**config.mk**
```make
export PLATFORM = sky130hd
export DESIGN_NAME = cg_iteration_controller
export DESIGN_NICKNAME = d
export VERILOG_FILES = /design/src/rtl/cg_iteration_controller.sv
export SDC_FILE = /design/constraint.sdc
export NUM_CORES = 1
export LEC_CHECK = 0
export ABC_AREA = 1
export CORE_MARGIN = 2
export CORE_UTILIZATION = 45
export DETAILED_ROUTE_END_ITERATION = 8
export PLACE_DENSITY = 0.71
export SETUP_SLACK_MARGIN = 0.15
export SLEW_MARGIN = 20
export SYNTH_ARGS = -nofsm -noshare
export SYNTH_HDL_FRONTEND = slang
export SYNTH_SLANG_ARGS = --single-unit
```
**constraint.sdc**
```tcl
create_clock -name clk -period 2.85 [get_ports clk]
set_input_delay 0.4275 -clock clk [delete_from_list [all_inputs] [get_ports clk]]
set_output_delay 0.4275 -clock clk [all_outputs]
set_load 0.005 [all_outputs]
```
**src/rtl/cg_iteration_controller.sv**
```systemverilog
// Iteration sequencer for the conjugate-gradient ALU: drives ALU/engine resets, tracks
// per-iteration completion, ping-pongs the P/R/X banks and stops on convergence, MAX_ITER or watchdog.
module cg_iteration_controller #(
    parameter int MAX_ITER      = 64,
    parameter int ITER_W        = 16,
    parameter int SETTLE_CYCLES = 2,
    parameter int WATCHDOG      = 4096
) (
    input  logic              clk,
    input  logic              reset,
    input  logic              solve_start,
    input  logic              vXv1_finish,
    input  logic              mXv1_finish,
    input  logic              mul_add3_finish,
    input  logic              finish_all,
    output logic              alu_reset,
    output logic              reset_vXv1,
    output logic              reset_mXv1,
    output logic              buf_sel,
    output logic [ITER_W-1:0] iter_count,
    output logic              busy,
    output logic              done,
    output logic              converged,
    output logic              timed_out
);

    localparam int SET_W = (SETTLE_CYCLES < 2) ? 1 : $clog2(SETTLE_CYCLES);
    localparam int WD_W  = $clog2(WATCHDOG + 1);
    localparam logic [SET_W-1:0]  SETTLE_LAST = SET_W'(SETTLE_CYCLES - 1);
    localparam logic [WD_W-1:0]   WD_LAST     = WD_W'(WATCHDOG - 1);
    localparam logic [WD_W-1:0]   WD_MAX      = WD_W'(WATCHDOG);
    localparam logic [ITER_W-1:0] ITER_LIMIT  = ITER_W'(MAX_ITER);

    typedef enum logic [2:0] {
        ST_IDLE   = 3'd0,
        ST_INIT   = 3'd1,
        ST_PHASE1 = 3'd2,
        ST_PHASE2 = 3'd3,
        ST_SWAP   = 3'd4,
        ST_DONE   = 3'd5
    } state_t;

    state_t            state_r;
    state_t            state_next_s;
    logic [SET_W-1:0]  settle_cnt_r;
    logic [WD_W-1:0]   wd_cnt_r;
    logic              v_flag_r;
    logic              m_flag_r;
    logic              eng_rst_r;
    logic              buf_sel_r;
    logic [ITER_W-1:0] iter_count_r;
    logic              busy_r;
    logic              done_r;
    logic              converged_r;
    logic              timed_out_r;

    logic both_s;
    logic wd_hit_s;
    logic accept_s;
    logic enter_swap_s;
    logic abort_s;

    assign both_s       = (v_flag_r | vXv1_finish) & (m_flag_r | mXv1_finish);
    assign wd_hit_s     = (wd_cnt_r >= WD_LAST);
    assign accept_s     = ((state_r == ST_IDLE) || (state_r == ST_DONE)) && solve_start;
    assign enter_swap_s = (state_r == ST_PHASE2) && (state_next_s == ST_SWAP);
    // Any entry into DONE from an active state that finish_all did not cause is a timeout.
    assign abort_s      = (state_next_s == ST_DONE) &&
                          (state_r inside {ST_PHASE1, ST_PHASE2, ST_SWAP}) &&
                          !((state_r == ST_PHASE2) && finish_all);

    // Next-state selection; finish_all outranks watchdog, watchdog outranks progress.
    always_comb begin
        state_next_s = state_r;
        case (state_r)
            ST_IDLE:   if (solve_start) state_next_s = ST_INIT; else state_next_s = ST_IDLE;
            ST_INIT:   if (settle_cnt_r == SETTLE_LAST) state_next_s = ST_PHASE1; else state_next_s = ST_INIT;
            ST_PHASE1: begin
                if (wd_hit_s)    state_next_s = ST_DONE;
                else if (both_s) state_next_s = ST_PHASE2;
                else             state_next_s = ST_PHASE1;
            end
            ST_PHASE2: begin
                if (finish_all)           state_next_s = ST_DONE;
                else if (wd_hit_s)        state_next_s = ST_DONE;
                else if (mul_add3_finish) state_next_s = ST_SWAP;
                else                      state_next_s = ST_PHASE2;
            end
            ST_SWAP:   if (iter_count_r == ITER_LIMIT) state_next_s = ST_DONE; else state_next_s = ST_INIT;
            ST_DONE:   if (solve_start) state_next_s = ST_INIT; else state_next_s = ST_DONE;
            default:   state_next_s = ST_IDLE;
        endcase
    end

    // State register.
    always_ff @(posedge clk) begin
        if (reset) state_r <= ST_IDLE;
        else       state_r <= state_next_s;
    end

    // Settle and watchdog counters; the watchdog saturates rather than wrapping.
    always_ff @(posedge clk) begin
        if (reset) begin
            settle_cnt_r <= {SET_W{1'b0}};
            wd_cnt_r     <= {WD_W{1'b0}};
        end else begin
            if ((state_r == ST_INIT) && (state_next_s == ST_INIT)) settle_cnt_r <= settle_cnt_r + SET_W'(1);
            else                                                   settle_cnt_r <= {SET_W{1'b0}};
            if (state_r inside {ST_PHASE1, ST_PHASE2}) begin
                if (wd_cnt_r != WD_MAX) wd_cnt_r <= wd_cnt_r + WD_W'(1);
                else                    wd_cnt_r <= wd_cnt_r;
            end else begin
                wd_cnt_r <= {WD_W{1'b0}};
            end
        end
    end

    // Sticky completion flags for the two phase-1 engines.
    always_ff @(posedge clk) begin
        if (reset) begin
            v_flag_r <= 1'b0;
            m_flag_r <= 1'b0;
        end else if (state_r == ST_PHASE1) begin
            v_flag_r <= v_flag_r | vXv1_finish;
            m_flag_r <= m_flag_r | mXv1_finish;
        end else if (state_r == ST_PHASE2) begin
            v_flag_r <= v_flag_r;
            m_flag_r <= m_flag_r;
        end else begin
            v_flag_r <= 1'b0;
            m_flag_r <= 1'b0;
        end
    end

    // Registered outputs, computed from the upcoming state so they line up with it.
    always_ff @(posedge clk) begin
        if (reset) begin
            eng_rst_r    <= 1'b1;
            buf_sel_r    <= 1'b0;
            iter_count_r <= {ITER_W{1'b0}};
            busy_r       <= 1'b0;
            done_r       <= 1'b0;
            converged_r  <= 1'b0;
            timed_out_r  <= 1'b0;
        end else begin
            eng_rst_r <= !(state_next_s inside {ST_PHASE1, ST_PHASE2, ST_SWAP});
            busy_r    <= (state_next_s inside {ST_INIT, ST_PHASE1, ST_PHASE2, ST_SWAP});
            done_r    <= (state_next_s == ST_DONE) && (state_r != ST_DONE);
            if (accept_s) begin
                buf_sel_r    <= 1'b0;
                iter_count_r <= {ITER_W{1'b0}};
                converged_r  <= 1'b0;
                timed_out_r  <= 1'b0;
            end else begin
                buf_sel_r    <= enter_swap_s ? ~buf_sel_r : buf_sel_r;
                iter_count_r <= enter_swap_s ? (iter_count_r + ITER_W'(1)) : iter_count_r;
                converged_r  <= converged_r | ((state_r == ST_PHASE2) && finish_all);
                timed_out_r  <= timed_out_r | abort_s;
            end
        end
    end

    assign alu_reset  = eng_rst_r;
    assign reset_vXv1 = eng_rst_r;
    assign reset_mXv1 = eng_rst_r;
    assign buf_sel    = buf_sel_r;
    assign iter_count = iter_count_r;
    assign busy       = busy_r;
    assign done       = done_r;
    assign converged  = converged_r;
    assign timed_out  = timed_out_r;

endmodule
```
* Word-level counts from Yosys, hierarchy flattened
Index checks and enable logic that the tools add are counted.
Storage, ports and cells: flip-flop bits (word level) 41, bits in latches 0, RAM bits 0, memory bits (read-only) 0, input bits 7, output and inout port bits 24, word-level logic and storage cells 69, memories 0
Cells by class: $add $sub $neg 3, multiply operators 0, div/mod/pow operators 0, magnitude comparators 1, equal/unequal tests 14, shift operators 0, multiplexer cells 13, bitwise logic cells 8, reductions and logical operators 18
Operators by type and width (count):
- two-way mux 3 bit | 6
- one-hot mux 3 bit (6 select lines) | 1
- adder 16 x 1 -> 16 bit, second input constant | 1
- equality test 16 x 7 -> 1 bit, second input constant | 1
- adder 13 x 1 -> 13 bit, second input constant | 1
- >= comparator 13 x 12 -> 1 bit, second input constant | 1
- inequality test 13 bit, second input constant | 1
- equality test 3 x 2 -> 1 bit, second input constant | 4
- equality test 3 bit, second input constant | 4
- logical AND 1 bit | 7
- equality test 3 x 1 -> 1 bit, second input constant | 2
- nonzero test 3 bit | 2
- OR reduction 2 bit | 3
- two-way mux 1 bit | 5
- bitwise OR 1 bit | 4
- nonzero test 4 bit | 1
- zero test 3 bit | 1
- inequality test 3 bit, second input constant | 1
- NOT 1 bit | 3
- zero test 1 bit | 2
- two-way mux 2 bit | 1
- inequality test 2 bit, second input constant | 1
- nonzero test 2 bit | 1
- adder 1 bit, second input constant | 1
- 2 further kinds | 2

* Depth between registers and ports, before layout
Gate-level depths: netlist (run 1).
depth after elaboration 9, mapped depth 13, gate-level depth less buffers 12

* Worst setup path after synthesis (run 1)
OpenSTA, ideal clock, no wires.
kind register -> register, from register wd_cnt_r[0], to register iter_count_r[2] (netlist: iter_count[2]), library setup time 0.114 ns, arrival 1.591 ns, data required time 2.736 ns, path slack 1.145 ns, stages on the path, launching flop included 13, path buffers 1, clock period less this slack 1.705 ns, cells stage by stage dfxtp_1 -> ha_1 -> nand2_1 -> nor2_1 -> nand3_2 -> nand3_1 -> nand2_1 -> nand2_2 -> nor2_8 -> nand3_2 -> buf_4 -> a21oi_1 -> nor2_1
Between the ends: cells in the longest elaborated chain, start to end 6, elaborated cells on any way between the ends 7, those cells by class order compare: 1; eq/ne: 1; mux: 4; reduce/logical: 1
RTL lines:
- start: declaration | RTL line 46 | logic [WD_W-1:0] wd_cnt_r;
- start signal: assignment | RTL line 105 | wd_cnt_r <= {WD_W{1'b0}};
- start signal: assignment | RTL line 110 | if (wd_cnt_r != WD_MAX) wd_cnt_r <= wd_cnt_r + WD_W'(1);
- start signal: assignment | RTL line 111 | else wd_cnt_r <= wd_cnt_r;
- >= comparator 13 x 12 -> 1 bit * | RTL line 64 | assign wd_hit_s = (wd_cnt_r >= WD_LAST);
- two-way mux 3 bit | RTL line 85 | else if (wd_hit_s) state_next_s = ST_DONE;
- two-way mux 3 bit | RTL line 84 | if (finish_all) state_next_s = ST_DONE;
- one-hot mux 3 bit (6 select lines) * | RTL line 75 | case (state_r)
- equality test 3 bit * | RTL line 66 | assign enter_swap_s = (state_r == ST_PHASE2) && (state_next_s == ST_SWAP);
- logical AND 1 bit * | RTL line 66
- end signal: assignment | RTL line 140 | iter_count_r <= {ITER_W{1'b0}};
- end signal: assignment | RTL line 151 | iter_count_r <= {ITER_W{1'b0}};
- end signal: assignment | RTL line 156 | iter_count_r <= enter_swap_s ? (iter_count_r + ITER_W'(1)) : iter_count_r;
- end: declaration | RTL line 51 | logic [ITER_W-1:0] iter_count_r;
Every way passes the cells marked *; elsewhere a longest branch is shown, timed or not. A chain may end at the register's enable or synchronous reset.

* Final worst setup path (run 1)
Ends and elaborated chain as after synthesis.

==> results of run 1 <==
[synth_stat cells, types with 4 or more instances]
library cell,count
dfxtp_1,41
xnor2_1,4
o21ai_0,6
nand4_1,24
nor2_1,46
inv_1,34
ha_1,4
xor2_1,11
nand2_1,60
nand3_1,14
nand3_2,4
nor3_1,12
a21oi_1,30
inv_2,6
[flip-flops by register name, indices dropped and copies added, names as in the netlist]
signal        count
alu_reset         1
buf_sel           1
busy              1
converged         1
done              1
iter_count       16
m_flag_r          1
settle_cnt_r      1
state_r           3
timed_out         1
v_flag_r          1
wd_cnt_r         13
[layout make-up]
type	count	area share
inverter	40	0.05561
timing repair buffer	32	0.1168
multi-input combinational	231	0.4481
tap	67	0.03105
clock buffer	6	0.03058
clock inverter	2	0.01390
sequential	41	0.3040
[logic make-up (layout without fill, tap and decap cells)]
family / after synthesis / after routing
flops: 41 / 41
fa+ha+maj: 4 / 4
compound gates: 41 / 41
buf+inv: 50 / 80
xor+xnor: 15 / 15
simple gates: 171 / 171
[metrics by stage]
| step | power, µW | std cells | cell area (µm²) |
|---|---|---|---|
| 6_report | 1161 | 419 | 2700 |
| 5_1_grt | 1211 | 419 | 2700 |
| 4_1_cts | 1177 | 419 | 2700 |
| 3_5_place_dp | 680.7 | 411 | 2580 |
| 3_3_place_gp | 679.9 | 411 | 2580 |
| 2_1_floorplan | 657.1 | 322 | 2256 |
[tightest hold or removal path, stage by stage, from the launching register on]
cell and delay [ps]:
dfxtp_1 320, inv_1 50, a21oi_1 50
[final timing paths]
| check | startpoint | endpoint | cells past startpoint |
|---|---|---|---|
| hold / removal | converged | converged | 2 |
| hold reg to reg | converged | converged | 2 |
| setup reg to reg | wd_cnt_r[0] | iter_count[2] | 10 |
| setup / recovery | wd_cnt_r[0] | iter_count[2] | 10 |
[cell usage in the layout (no fill, tap or decap), types with 4 or more instances in the layout]
cell type	n
xnor2_1	4
dfxtp_1	41
xor2_1	11
clkbuf_8	6
ha_1	4
nor3_1	12
clkdlybuf4s50_1	30
nand3_2	4
nand4_1	24
nor2_1	46
nand2_1	60
o21ai_0	6
inv_1	34
inv_2	6
nand3_1	14
a21oi_1	30
[per-layer routing]
layer  track usage  vias to the layer above  wire, µm  part of all wire
met5             0                        -         0                 0
met4       0.07341                        0        61             0.012
met3       0.04418                        5       248             0.050
met2        0.3019                       45      2031              0.41
met1        0.2726                      966      2575              0.52
li1              -                     1112         -                 -
[power groups by stage]
stage	logic [µW]	clock network [µW]	registers, µW
floorplan	61.1	0	596
global placement	83.6	0	596
detailed placement	84.2	0	597
CTS	84.4	509	583
global route	94.4	532	584
finish	84.5	493	583
==> results by group, run 1 <==
Clock tree
  • Hold buffer count at CTS: 0
  • Insertion delay to the later sink of the worst-skew pair: 300 ps
  • H-tree Lvls: 2
  • Sink Count: 41
  • Clock root buffer: clkbuf_8
  • Gates resized, CTS repair: 0
  • Setup Fix Bufs, Post-CTS: 0
  • Num CTS Buffers: 5
  • Clk slew on worst S/H paths: 90 ps
  • CTS tree: built
  • Clock Path Buffers: 2

Floorplan
  • Core ar.: 4786 µm²
  • Die width: 74.81 µm
  • Die Ht: 74.81 µm
  • IO Pins: 31
  • Core Rows: 25
  • Die area: 5596 µm²
  • Initial Util: 0.4714

Worst setup path
  • Reg2reg setup slack: 500 ps
  • Slowest-stage cell, CP: nand3_2
  • Startpoint types: register
  • Delay of the slowest cell on the worst path: 410 ps
  • WP data arrival: 2550 ps
  • Critical path class: register to register
  • CP max FO: 20
  • Worst path buffer plus inverter count: 0
  • CP top delay family: simple AND/OR/NAND/NOR gates
  • Critical Path RT: 3050 ps
  • CP Cell Sequence: ha_1 > nand2_1 > nor2_1 > nand3_2 > nand4_1 > nand2_1 > nand2_2 > nand3_2 > a21oi_1 > nor2_1
  • Critical path endpoint category: register

Route
  • Number of DRC markers in iteration 0: 94
  • Via count: 2128
  • DRT Pass-1 Iters: 4
  • Post-route ant nets: 0
  • Routed Wire Length: 4915 µm
  • DRC viols: 0
  • Vias/cell: 5.079
  • Wire per inst: 11.73 µm

Pwr
  • Sw Pwr: 265.5 µW
  • Cell Int Power: 895.4 µW
  • Part of the power in combinational logic: 0.073
  • Sequential fraction of design power: 0.502
  • Clock share of power: 0.425
  • Switching share of power: 0.2287
  • Pwr dens: 429.9 nW/µm²
  • Leak: 0.0009690 µW
  • VDD IR max: 0.2311 mV

Finish
  • Area delta synth->final: 19.69%
  • Filler cells: 497
  • Share of layout cells above drive strength 1: 0.08239
  • Nets: 362
  • Diodes inserted: 0
  • Register Area: 820.8 µm²
  • Layout Utilization: 0.5642
  • Multi-input gate area: 1210 µm²

Global routing
  • Grt total ovfl: 0
  • Pin count of the biggest net entering global routing: 21
  • Global-route wire length before repair: 8528 µm
  • Initial antenna violation count: 0
  • Number of global-route vias before repair: 1951
  • GRT Total Usage: 0.1970

Timing
  • F_max: 0.4260 GHz
  • Part of the cycle the worst path needs: 0.8236
  • Setup TNS: 0 ps
  • Setup-failing EPs final: 0
  • Fin crit period: 2347 ps
  • RSZ-0062 raised after global routing: no
  • Final Hold Viols: 0
  • Min Hold Slack: 463.8 ps
  • Worst slew margin: 0.6077
  • Setup Skew: 12.98 ps
  • Final Max Slew Viols: 0
  • Slew @ Worst Pin: 583.9 ps
  • Final worst slack: 502.7 ps

Status
  • Outcome: complete, no violations

Synth
  • Area fraction in compound gates after synthesis: 0.09484
  • Mapped Cells: 322
  • Synth cell types: 31
  • Post-synthesis register bit count: 41
  • Largest family of logic cells by synthesized area: simple AND/OR/NAND/NOR gates
  • Simple-gate share of the synthesized area: 0.3611
  • Post-Syn Area: 2256 µm²
  • Synth warn: 0
  • Syn Nets: 333
  • Yosys top cell by area: dfxtp_1
  • Number of synthesized flops with an enable pin: 0
  • Async SR Flop Fraction: 0
  • Synth top area share: 0.3638
  • Synth Area in XOR/XNOR: 0.05824
  • Avg Inst Size Synth: 7.006 µm²
  • Post-synthesis adder-cell area fraction: 0.02219
  • Ys flop type: dfxtp_1
  • Mux share of post-synthesis cell area: 0
  • Top cells by area, synth: dfxtp_1 (36%), nand2_1 (10%), nor2_1 (7.7%)
  • Sequential area share after synthesis: 0.3638

Placement
  • Routability cong.: 0.8403
  • Post-detail-place hpwl: 3590 µm
  • IO Port Bufs: 30
  • Dpl ws: 431.9 ps

Min path
  • HP Class: register to register

Job
  • Max-cap violation count: 0
No activity file was read; power rests on OpenSTA's default activity.
==> run 2: changes to the inputs <==
- PLACE_DENSITY: 0.71 -> 0.73
- clock period: 2.85 -> 2 ns (I/O delays scaled with it)
==> run 2 against run 1 <==
Sequential cell count is the same. Largest cell class unchanged. Critical endpoint unchanged. Combinational power grew 69%. Global-route usage grew 0.27 points. Clock skew shrank 4.0 ps. Core utilization grew 3.9 points. First-iteration DRC count grew 73%.
==> results by group, run 2 (synthesized netlist as in run 1, its figures left out) <==
Timing
  • F_max: 0.5655 GHz (was 0.4260 GHz)
  • RSZ-0062 raised after global routing: yes (was no)
  • Part of the cycle the worst path needs: 0.8841 (was 0.8236)
  • Final Max Slew Viols: 0 (unchanged)
  • Setup Skew: 8.945 ps (was 12.98 ps)
  • Setup-failing EPs final: 0 (unchanged)
  • Setup TNS: 0 ps (unchanged)
  • Fin crit period: 1768 ps (was 2347 ps)
  • Slew @ Worst Pin: 459.0 ps (was 583.9 ps)
  • Final Hold Viols: 0 (unchanged)
  • Worst slew margin: 0.6916 (was 0.6077)

Floorplan
  • Initial Util: 0.4714 (unchanged)
  • Core ar.: 4786 µm² (unchanged)
  • Die area: 5596 µm² (unchanged)
  • IO Pins: 31 (unchanged)
  • Die Ht: 74.81 µm (unchanged)
  • Core Rows: 25 (unchanged)
  • Die width: 74.81 µm (unchanged)

Route
  • Vias/cell: 5.142 (was 5.079)
  • Via count: 2216 (was 2128)
  • Routed Wire Length: 5313 µm (was 4915 µm)
  • DRT Pass-1 Iters: 4 (unchanged)
  • Post-route ant nets: 0 (unchanged)
  • Number of DRC markers in iteration 0: 163 (was 94)
  • Wire per inst: 12.33 µm (was 11.73 µm)
  • DRC viols: 0 (unchanged)

Worst setup path
  • Worst reg-to-reg path cell count: 10 (unchanged)
  • CP max FO: 10 (was 20)
  • Worst flop-to-flop path endpoint: iter_count[2] (unchanged)
  • WP data arrival: 1960 ps (was 2550 ps)
  • Critical Path Stages: 10 (unchanged)
  • CP Launch Point: wd_cnt_r[6] (was wd_cnt_r[0])
  • CP most frequent cell: nor2_1
  • Reg2reg setup slack: 230 ps (was 500 ps)
  • Startpoint types: register (unchanged)
  • CP top delay family: simple AND/OR/NAND/NOR gates (unchanged)
  • Slowest-stage cell, CP: dfxtp_1 (was nand3_2)
  • CP Cell Sequence: nand2_1 > nor2_1 > nand3_2 > nand4_1 > nor2_1 > nor2_4 > nand3_4 > clkbuf_16 > a21oi_2 > nor2_1 (was ha_1 > nand2_1 > nor2_1 > nand3_2 > nand4_1 > nand2_1 > nand2_2 > nand3_2 > a21oi_1 > nor2_1)
  • Critical path class: register to register (unchanged)
  • Critical path endpoint category: register (unchanged)
  • Worst R2R Start: wd_cnt_r[6] (was wd_cnt_r[0])
  • Setup crit end: iter_count[2] (unchanged)
  • Worst path buffer plus inverter count: 1 (was 0)
  • Delay of the slowest cell on the worst path: 410 ps (about the same)
  • Critical Path RT: 2190 ps (was 3050 ps)

Clock tree
  • CTS tree: built (unchanged)
  • Num CTS Buffers: 5 (unchanged)
  • Clock root buffer: clkbuf_8 (unchanged)
  • Clk slew on worst S/H paths: 80 ps (was 90 ps)
  • Hold buffer count at CTS: 0 (unchanged)
  • H-tree Lvls: 2 (unchanged)
  • Clock Path Buffers: 2 (unchanged)
  • Sink Count: 41 (unchanged)
  • Insertion delay to the later sink of the worst-skew pair: 300 ps (about the same)

Global routing
  • Pin count of the biggest net entering global routing: 21 (unchanged)
  • Global-route wire length before repair: 8604 µm (was 8528 µm)
  • Number of global-route vias before repair: 1946 (was 1951)
  • Initial antenna violation count: 0 (unchanged)
  • Grt total ovfl: 0 (unchanged)
  • GRT Total Usage: 0.1998 (was 0.1970)

Finish
  • Diodes inserted: 0 (unchanged)
  • Nets: 374 (was 362)
  • Max reg flops: 16 (unchanged)
  • Commonest non-fill, non-tap cells in the layout: nand2_1 (59), nor2_1 (45), inv_1 (34), dfxtp_1 (34), clkdlybuf4s50_1 (30) (was nand2_1 (60), nor2_1 (46), dfxtp_1 (41))
  • Layout Utilization: 0.6037 (was 0.5642)
  • Final instance area: 2889 µm² (was 2700 µm²)
  • Area delta synth->final: 28.06% (was 19.69%)
  • Most common cell after layout, fill and taps aside: nand2_1 (unchanged)
  • Share of layout cells above drive strength 1: 0.1538 (was 0.08239)
  • Finished Layout Cells: 431 (was 419)

Job
  • Max-cap violation count: 0 (unchanged)

Placement
  • Routability cong.: 0.8990 (was 0.8403)
  • Placed Instances: 420 (was 411)
  • Post-detail-place hpwl: 3758 µm (was 3590 µm)
  • IO Port Bufs: 30 (unchanged)
  • Post-Place Cell Area: 2660 µm² (was 2580 µm²)

Pwr
  • Sequential fraction of design power: 0.499 (was 0.502)
  • Part of the power in combinational logic: 0.086 (was 0.073)
  • Sw Pwr: 371.6 µW (was 265.5 µW)
  • VDD IR max: 0.2606 mV (was 0.2311 mV)
  • Leak: 0.001054 µW (was 0.0009690 µW)
  • Clock share of power: 0.415 (was 0.425)
  • Cell Int Power: 1292 µW (was 895.4 µW)
  • Total power: 1663 µW (was 1161 µW)
  • Switching share of power: 0.2234 (was 0.2287)
  • Pwr dens: 575.8 nW/µm² (was 429.9 nW/µm²)

Min path
  • HP Class: register to register (unchanged)
  • Hold Crit Depth: 2 (unchanged)

Status
  • Outcome: complete, no violations (unchanged)
[run 2: what timing repair did]
| item | 4_1_cts | 5_1_grt |
|---|---|---|
| setup endpoints to repair | 0 | 21 |
| hold endpoints to repair | 0 | 0 |
| buffers inserted | 0 | 2 |
| resized for setup | 0 | 21 |
[run 2: layer usage]
| metal | vias up | share of wire | track usage |
|---|---|---|---|
| met1 | 1003 | 0.49 | 0.2839 |
| met2 | 70 | 0.44 | 0.2989 |
| met5 | - | 0 | 0 |
| met4 | 0 | 0.011 | 0.07143 |
| li1 | 1138 | - | - |
| met3 | 5 | 0.060 | 0.04418 |
[run 2: power by group through the flow]
stage                     Clock (µW)  Sequential [µW]  Combinational [µW]
after floorplan                    0              849                87.0
after global placement             0              850                 135
after detailed placement           0              850                 136
after CTS                        705              831                 137
after global routing             742              832                 155
final                            690              831                 143
[run 2: worst register-to-register path, stage by stage, from the launching register on]
cell       delay (ps)
dfxtp_1           410
nand2_1           110
nor2_1            180
nand3_2           150
nand4_1           130
nor2_1             80
nor2_4            160
nand3_4           120
clkbuf_16         190
a21oi_2           100
nor2_1             40
[run 2: worst min path at each step]
stage	from	to	slack, ps
after floorplan	converged	converged	440
after global placement	v_flag_r	v_flag_r	450
after detailed placement	converged	converged	470
after CTS	converged	converged	480
after global routing	timed_out	timed_out	500
final	converged	converged	470
[run 2: metrics by stage]
stage	hold WS, ps	setup slack, ps
2_1_floorplan	442.1	294.9
3_3_place_gp	452.1	175.7
3_5_place_dp	465.6	140.1
4_1_cts	479.0	168.2
5_1_grt	502.5	131.0
6_report	471.0	231.8
[run 2: area by class of cell]
type | instances | area [µm²]
fill | 443 | 1897
multi-input combinational | 231 | 1274
sequential | 41 | 829.5
timing repair buffer | 44 | 435.4
inverter | 40 | 150.1
clock buffer | 7 | 86.33
tap | 67 | 83.83
clock inverter | 1 | 30.03
==> edit 1 (flow settings as in run 1) <==
Remove the register `busy_r`: a continuous assignment takes its place, so the output `busy` follows one clock earlier.
--- a/src/rtl/cg_iteration_controller.sv
+++ b/src/rtl/cg_iteration_controller.sv
@@ -139,5 +139,4 @@
             buf_sel_r    <= 1'b0;
             iter_count_r <= {ITER_W{1'b0}};
-            busy_r       <= 1'b0;
             done_r       <= 1'b0;
             converged_r  <= 1'b0;
@@ -145,5 +144,4 @@
         end else begin
             eng_rst_r <= !(state_next_s inside {ST_PHASE1, ST_PHASE2, ST_SWAP});
-            busy_r    <= (state_next_s inside {ST_INIT, ST_PHASE1, ST_PHASE2, ST_SWAP});
             done_r    <= (state_next_s == ST_DONE) && (state_r != ST_DONE);
             if (accept_s) begin
@@ -161,4 +159,6 @@
     end
 
+    assign busy_r = (state_next_s inside {ST_INIT, ST_PHASE1, ST_PHASE2, ST_SWAP});
+
     assign alu_reset  = eng_rst_r;
     assign reset_vXv1 = eng_rst_r;
Formal check against the unedited RTL: not equivalent (Yosys sat finds a counterexample within 4 cycles, from zero or initial values and one cycle with reset high).
==> edit 1 against run 1 <==
Utilization fell by 0.20 points. Cell area is 4.3% higher. Count of clock-buffer cells in the layout did not move. Sequential cell count decreased by 1. Power fell by 3.7%. Synthesized area is 2.0% higher. Via count rose by 2.4%. Routed wire length increased by 4.6%. Die area grew 1.9%. Worst setup slack better by 0.081 ns. Critical path type is now reg -> out. Largest cell class unchanged. Largest power group unchanged.
==> edit 1: results (changes against run 1) <==
qor: timing.report.final.slew_viol_count 0 [unchanged]
qor: cells_and_area.num_antenna_cells 0 [unchanged]
qor: cells_and_area.ratio_of_cells_with_drive_above_1_in_the_final_layout 0.1409 [+0.05850]
qor: global_route.number_of_global_route_vias_before_repair 1958 [+0.36%]
qor: min_path.worstHoldEndpoint converged
qor: route.top_layer met4
qor: logic_synthesis.ys_async_sr_fraction 0 [unchanged]
qor: setup_path.crit_path_max_fanout 5 [-75%]
qor: setup_path.rr_startpoint wd_cnt_r[0]
qor: cells_and_area.largest_register_ffs 16 [unchanged]
qor: clock_network.cts_buffers 5 [unchanged]
qor: logic_synthesis.synth_seq_area_share 0.3480 [-0.01582]
qor: global_route.grt_max_degree 22 [+4.8%]
qor: route.met3_wirelength 221 um [-11%]
qor: route.m1WireLength 2536 um [-1.5%]
qor: placed_design.dp_hpwl 3695 um [+2.9%]
qor: logic_synthesis.yosysUniqueCellTypes 33 [+6.5%]
qor: route.drtIter0Drc 99 [+5.3%]
qor: clock_network.ctsRootBufferMaster clkbuf_8
qor: pwr.peakVddDrop 0.0001926 V [-17%]
qor: setup_path.arrival_time_worst_endpoint 1.84 ns [-0.71 ns]
qor: placed_design.routabilityCongestion 0.9089 [+8.2%]
qor: clock_network.htree_levels 2 [unchanged]
qor: setup_path.r2r_end timed_out
qor: global_route.number_of_antenna_violations_at_the_first_check_in_global_routing 0 [unchanged]
qor: min_path.min_path_type reg -> reg
qor: route.dr.pass1.iters 4 [unchanged]
qor: setup_path.regToRegSetupSlack 0.92 ns [+0.42 ns]
qor: logic_synthesis.synthTopCellsByCount 60 x nand2_1, 52 x nor2_1, 40 x dfxtp_1
qor: global_route.grt_use_total 0.1998 [+0.002794]
qor: logic_synthesis.synthesis.yosys.warnings 0 [unchanged]
qor: pwr.cellLeakagePower 0.001036 uW [+6.9%]
qor: logic_synthesis.synth.net_count 335 [+0.60%]
qor: min_path.timing.hold.worst.start converged
qor: route.drt-vias-per-instance 5.046 [-0.64%]
qor: cells_and_area.layout.nets 372 [+2.8%]
qor: timing.clock_skew 0.009082 ns [-0.003897 ns]
qor: route.met2RoutedLength 2273 um [+12%]
qor: clock_network.clk-insertion-delay-late 0.30 ns [about the same]
qor: clock_network.clk_pin_slew_worst_paths 0.08 ns
qor: setup_path.r2r_cells 12 [+2]
qor: placed_design.port_buffers 30 [unchanged]
qor: run_status.run_status completed
qor: clock_network.clockBufferDepth 2 [unchanged]
qor: min_path.whs_path_depth 2 [unchanged]
qor: logic_synthesis.yosys-top-cells-area dfxtp_1 35%, nand2_1 9.8%, nor2_1 8.5%, a21oi_1 6.7%, inv_1 5.4%
qor: global_route.grt_pass1_wl 8749 um [+2.6%]
qor: timing.least_margin_pin_slew 0.5057 ns [-0.07821 ns]
qor: route.drt-total-wl 5141 um [+4.6%]
qor: clock_network.hold_buffers 0 [unchanged]
==> edit 1: changes by cell type in the layout (fill, tap and decap cells not counted), sizes merged, moves of 2 or more <==
| cell | change |
|---|---|
| buf | +7 |
| inv | -3 |
| nand2 | +5 |
| nand4 | -7 |
| nor2 | +10 |
| nor3 | -6 |
| o21ai | +2 |
==> edit 1: logic make-up (layout without fill, tap and decap cells) <==
logic type      after synthesis  after routing  share of synthesized area
compound gates               46             46                     0.1071
xor+xnor                     14             14                    0.05329
simple gates                174            174                     0.3801
flops                        40             40                     0.3480
buf+inv                      46             84                    0.08972
fa+ha+maj                     4              4                    0.02175
==> edit 1: how the worst max path moves through the flow <==
| stage | from | to | slack (ns) | depth (start not counted) |
|---|---|---|---|---|
| floorplan | wd_cnt_r[0] | busy | 0.88 | 11 |
| global placement | finish_all | busy | 0.20 | 9 |
| detailed placement | finish_all | busy | 0.19 | 9 |
| CTS | wd_cnt_r[0] | busy | 0.16 | 12 |
| global route | wd_cnt_r[1] | busy | 0.45 | 11 |
| finish | wd_cnt_r[0] | busy | 0.58 | 11 |
==> edit 1: metrics by stage <==
stage | instance area [um^2] | std cells | hold WS (ns) | setup WS [ns]
final | 2816 | 432 | 0.4550 | 0.5841
after global routing | 2816 | 432 | 0.4973 | 0.4516
after CTS | 2799 | 432 | 0.4543 | 0.1570
after detailed placement | 2666 | 421 | 0.4424 | 0.1860
after global placement | 2666 | 421 | 0.4388 | 0.1992
after floorplan | 2301 | 324 | 0.4421 | 0.8765
==> edit 1: layer usage <==
layer,up-vias,global-route usage
met3,11,0.04101
met1,983,0.2770
met4,0,0.08382
met5,-,0
met2,57,0.3024
li1,1129,-
==> edit 1: timing repair <==
action | 4_1_cts | 5_1_grt
cloned | 0 | 0
setup endpoints to repair | 1 | 1
gates resized for setup | 1 | 8
pin swaps | 2 | 3
setup buffers | 3 | 0
==> edit 1: final cells by class <==
| class | count | area (um^2) |
|---|---|---|
| fillers | 485 | 2193 |
| repair buffers | 39 | 370.4 |
| multi-input cells | 238 | 1308 |
| clock buffers | 6 | 72.57 |
| well taps | 70 | 87.58 |
| inverters | 37 | 138.9 |
| flip-flops and latches | 40 | 804.5 |
| clock inverters | 2 | 35.03 |
==> edit 1: critical path: stages, from the launching register on <==
cell            delay, ns
dfxtp_2              0.35
ha_2                 0.19
nand2_2              0.07
nor2_4               0.18
nand3_4              0.13
nand4_2              0.12
nor2_2               0.07
nor2_8               0.14
nand2_1              0.06
nand2_1              0.05
nand2_1              0.04
dlymetal6s2s_1       0.14
==> edit 1: where the power goes <==
group	internal [uW]	switching, uW	leakage [uW]
Combinational	37.9	57.0	0.000656
Clock	260	198	0.0000552
Sequential	563	3.04	0.000324
==> edit 2 (settings of run 1) <==
Without the edit above. Set the parameter `SETTLE_CYCLES` to 8 (it was 2).
--- a/src/rtl/cg_iteration_controller.sv
+++ b/src/rtl/cg_iteration_controller.sv
@@ -4,5 +4,5 @@
     parameter int MAX_ITER      = 64,
     parameter int ITER_W        = 16,
-    parameter int SETTLE_CYCLES = 2,
+    parameter int SETTLE_CYCLES = 8,
     parameter int WATCHDOG      = 4096
 ) (
Check against the original RTL: not equivalent (a bounded check fails within 4 cycles, from zero or initial values and one cycle with reset high).
==> edit 2 against run 1 <==
Sequential power grew 3.8%. Combinational power shrank 34%. Sequential cell count rose by 2. Power decreased by 0.64%. Routed wire length rose by 0.39%. Synthesized area rose by 4.4%. Clock skew down 0.0033 ns. Clock power hardly changed. Worst setup slack better by 0.15 ns. Global-route usage decreased by 2.4 points. Cell area rose by 3.6%. Non-clock buffer count shrank 1. Largest cell class unchanged.
==> edit 2: results (changes against run 1) <==
qor: logic_synthesis.yosysUniqueCellTypes 29 [-6.5%]
qor: setup_path.r2r_cells 10 [unchanged]
qor: clock_network.ctsRootBufferMaster clkbuf_8
qor: min_path.worstHoldEndpoint settle_cnt_r[0]
qor: placed_design.dpl_cell_area 2680 um^2 [+3.9%]
qor: min_path.timing.hold.worst.start settle_cnt_r[0]
qor: min_path.whs_path_depth 1 [-1]
qor: clock_network.htree_levels 2 [unchanged]
qor: logic_synthesis.ys_async_sr_fraction 0 [unchanged]
qor: cells_and_area.fillCellCount 522 [+5.0%]
qor: route.routed_wire_length_per_instance 11.32 um [-3.5%]
qor: route.dr.pass1.iters 4 [unchanged]
qor: setup_path.r2r_end iter_count[5]
qor: setup_path.crit_path_max_fanout 21 [+5.0%]
qor: global_route.number_of_global_route_vias_before_repair 1904 [-2.4%]
qor: cells_and_area.layout.nets 378 [+4.4%]
qor: pwr.cellLeakagePower 0.001044 uW [+7.7%]
qor: setup_path.regToRegSetupSlack 0.66 ns [+0.15 ns]
qor: placed_design.post-place-ws 0.4337 ns [+0.001853 ns]
qor: pwr.peakVddDrop 0.0002547 V [+10%]
qor: route.drtIter0Drc 58 [-38%]
qor: run_status.run_status completed
qor: route.drt-vias-per-instance 4.853 [-4.4%]
qor: logic_synthesis.yosys-top-cells-area dfxtp_1 37%, nand2_1 10%, nor2_1 9.7%, a21oi_1 6.6%, inv_1 6.2%
qor: cells_and_area.ratio_of_cells_with_drive_above_1_in_the_final_layout 0.06831 [-0.01408]
qor: clock_network.clk_pin_slew_worst_paths 0.09 ns [about the same]
qor: logic_synthesis.synth.net_count 350 [+5.1%]
qor: clock_network.cts_buffers 5 [unchanged]
qor: placed_design.routabilityCongestion 0.8183 [-2.6%]
qor: global_route.grt_pass1_wl 8362 um [-1.9%]
qor: placed_design.dp_hpwl 3532 um [-1.6%]
qor: global_route.grt_max_degree 22 [+4.8%]
qor: timing.clock_skew 0.009717 ns [-0.003262 ns]
qor: timing.timing.slew.headroom 0.6647 [+0.05699]
qor: logic_synthesis.synthTopCellsByCount 64 x nand2_1, 61 x nor2_1, 43 x dfxtp_1
qor: setup_path.crit_path_top_delay_cell dfxtp_1
qor: logic_synthesis.synth_seq_area_share 0.3656 [+0.001730]
qor: clock_network.clockBufferDepth 2 [unchanged]
qor: global_route.grt_use_total 0.1735 [-0.02356]
qor: cells_and_area.postLayoutCellArea 2796 um^2 [+3.6%]
[edit 2: changes by cell type after synthesis, sizes merged, moves of 2 or more]
cell	change
nor2	+16
nor3	-9
nand2	+6
nand3	-3
nand4	-3
o21ai	+3
dfxtp	+2
ha	+2
xnor2	+2
xor2	-2
[edit 2: power by group]
part / internal [uW] / switching [uW]
clock: 266 / 227
combinational: 20.8 / 34.9
sequential: 604 / 1.72
[edit 2: metal layers]
layer / wire length, um / track usage / part of all wire
met4: 55 / 0.05455 / 0.011
met1: 2442 / 0.2303 / 0.49
met2: 2236 / 0.2850 / 0.45
met3: 200 / 0.03318 / 0.041
met5: 0 / 0 / 0
[edit 2: logic make-up after synthesis]
logic type                 count (synthesis)  synth area share
AOI/OAI and AO/OA                         43           0.09299
and+or+nand+nor                          178            0.3571
DFF                                       43            0.3656
buffers and inverters                     52           0.09671
xor gates and xnor gates                  15           0.05579
adders and majority gates                  6           0.03188
[edit 2: worst max-delay path by stage]
stage,startpoint,end,slack [ns]
floorplan,wd_cnt_r[0],iter_count[10],1.15
global placement,reset,timed_out,0.46
detailed placement,reset,iter_count[3],0.43
CTS,wd_cnt_r[0],iter_count[7],0.68
global route,wd_cnt_r[0],iter_count[5],0.36
finish,wd_cnt_r[0],iter_count[5],0.66
[edit 2: metrics by stage]
step | std cells | hold slack [ns]
6_report | 436 | 0.4259
4_1_cts | 436 | 0.4264
3_3_place_gp | 428 | 0.4091
5_1_grt | 436 | 0.4397
3_5_place_dp | 428 | 0.4124
2_1_floorplan | 337 | 0.3992
[edit 2: final cells by class]
type,instances,area share
multi-input combinational,242,0.4528
sequential,43,0.3078
timing repair buffer,31,0.1101
inverter,42,0.05638
tap,70,0.03132
clock buffer,5,0.02461
clock inverter,3,0.01700
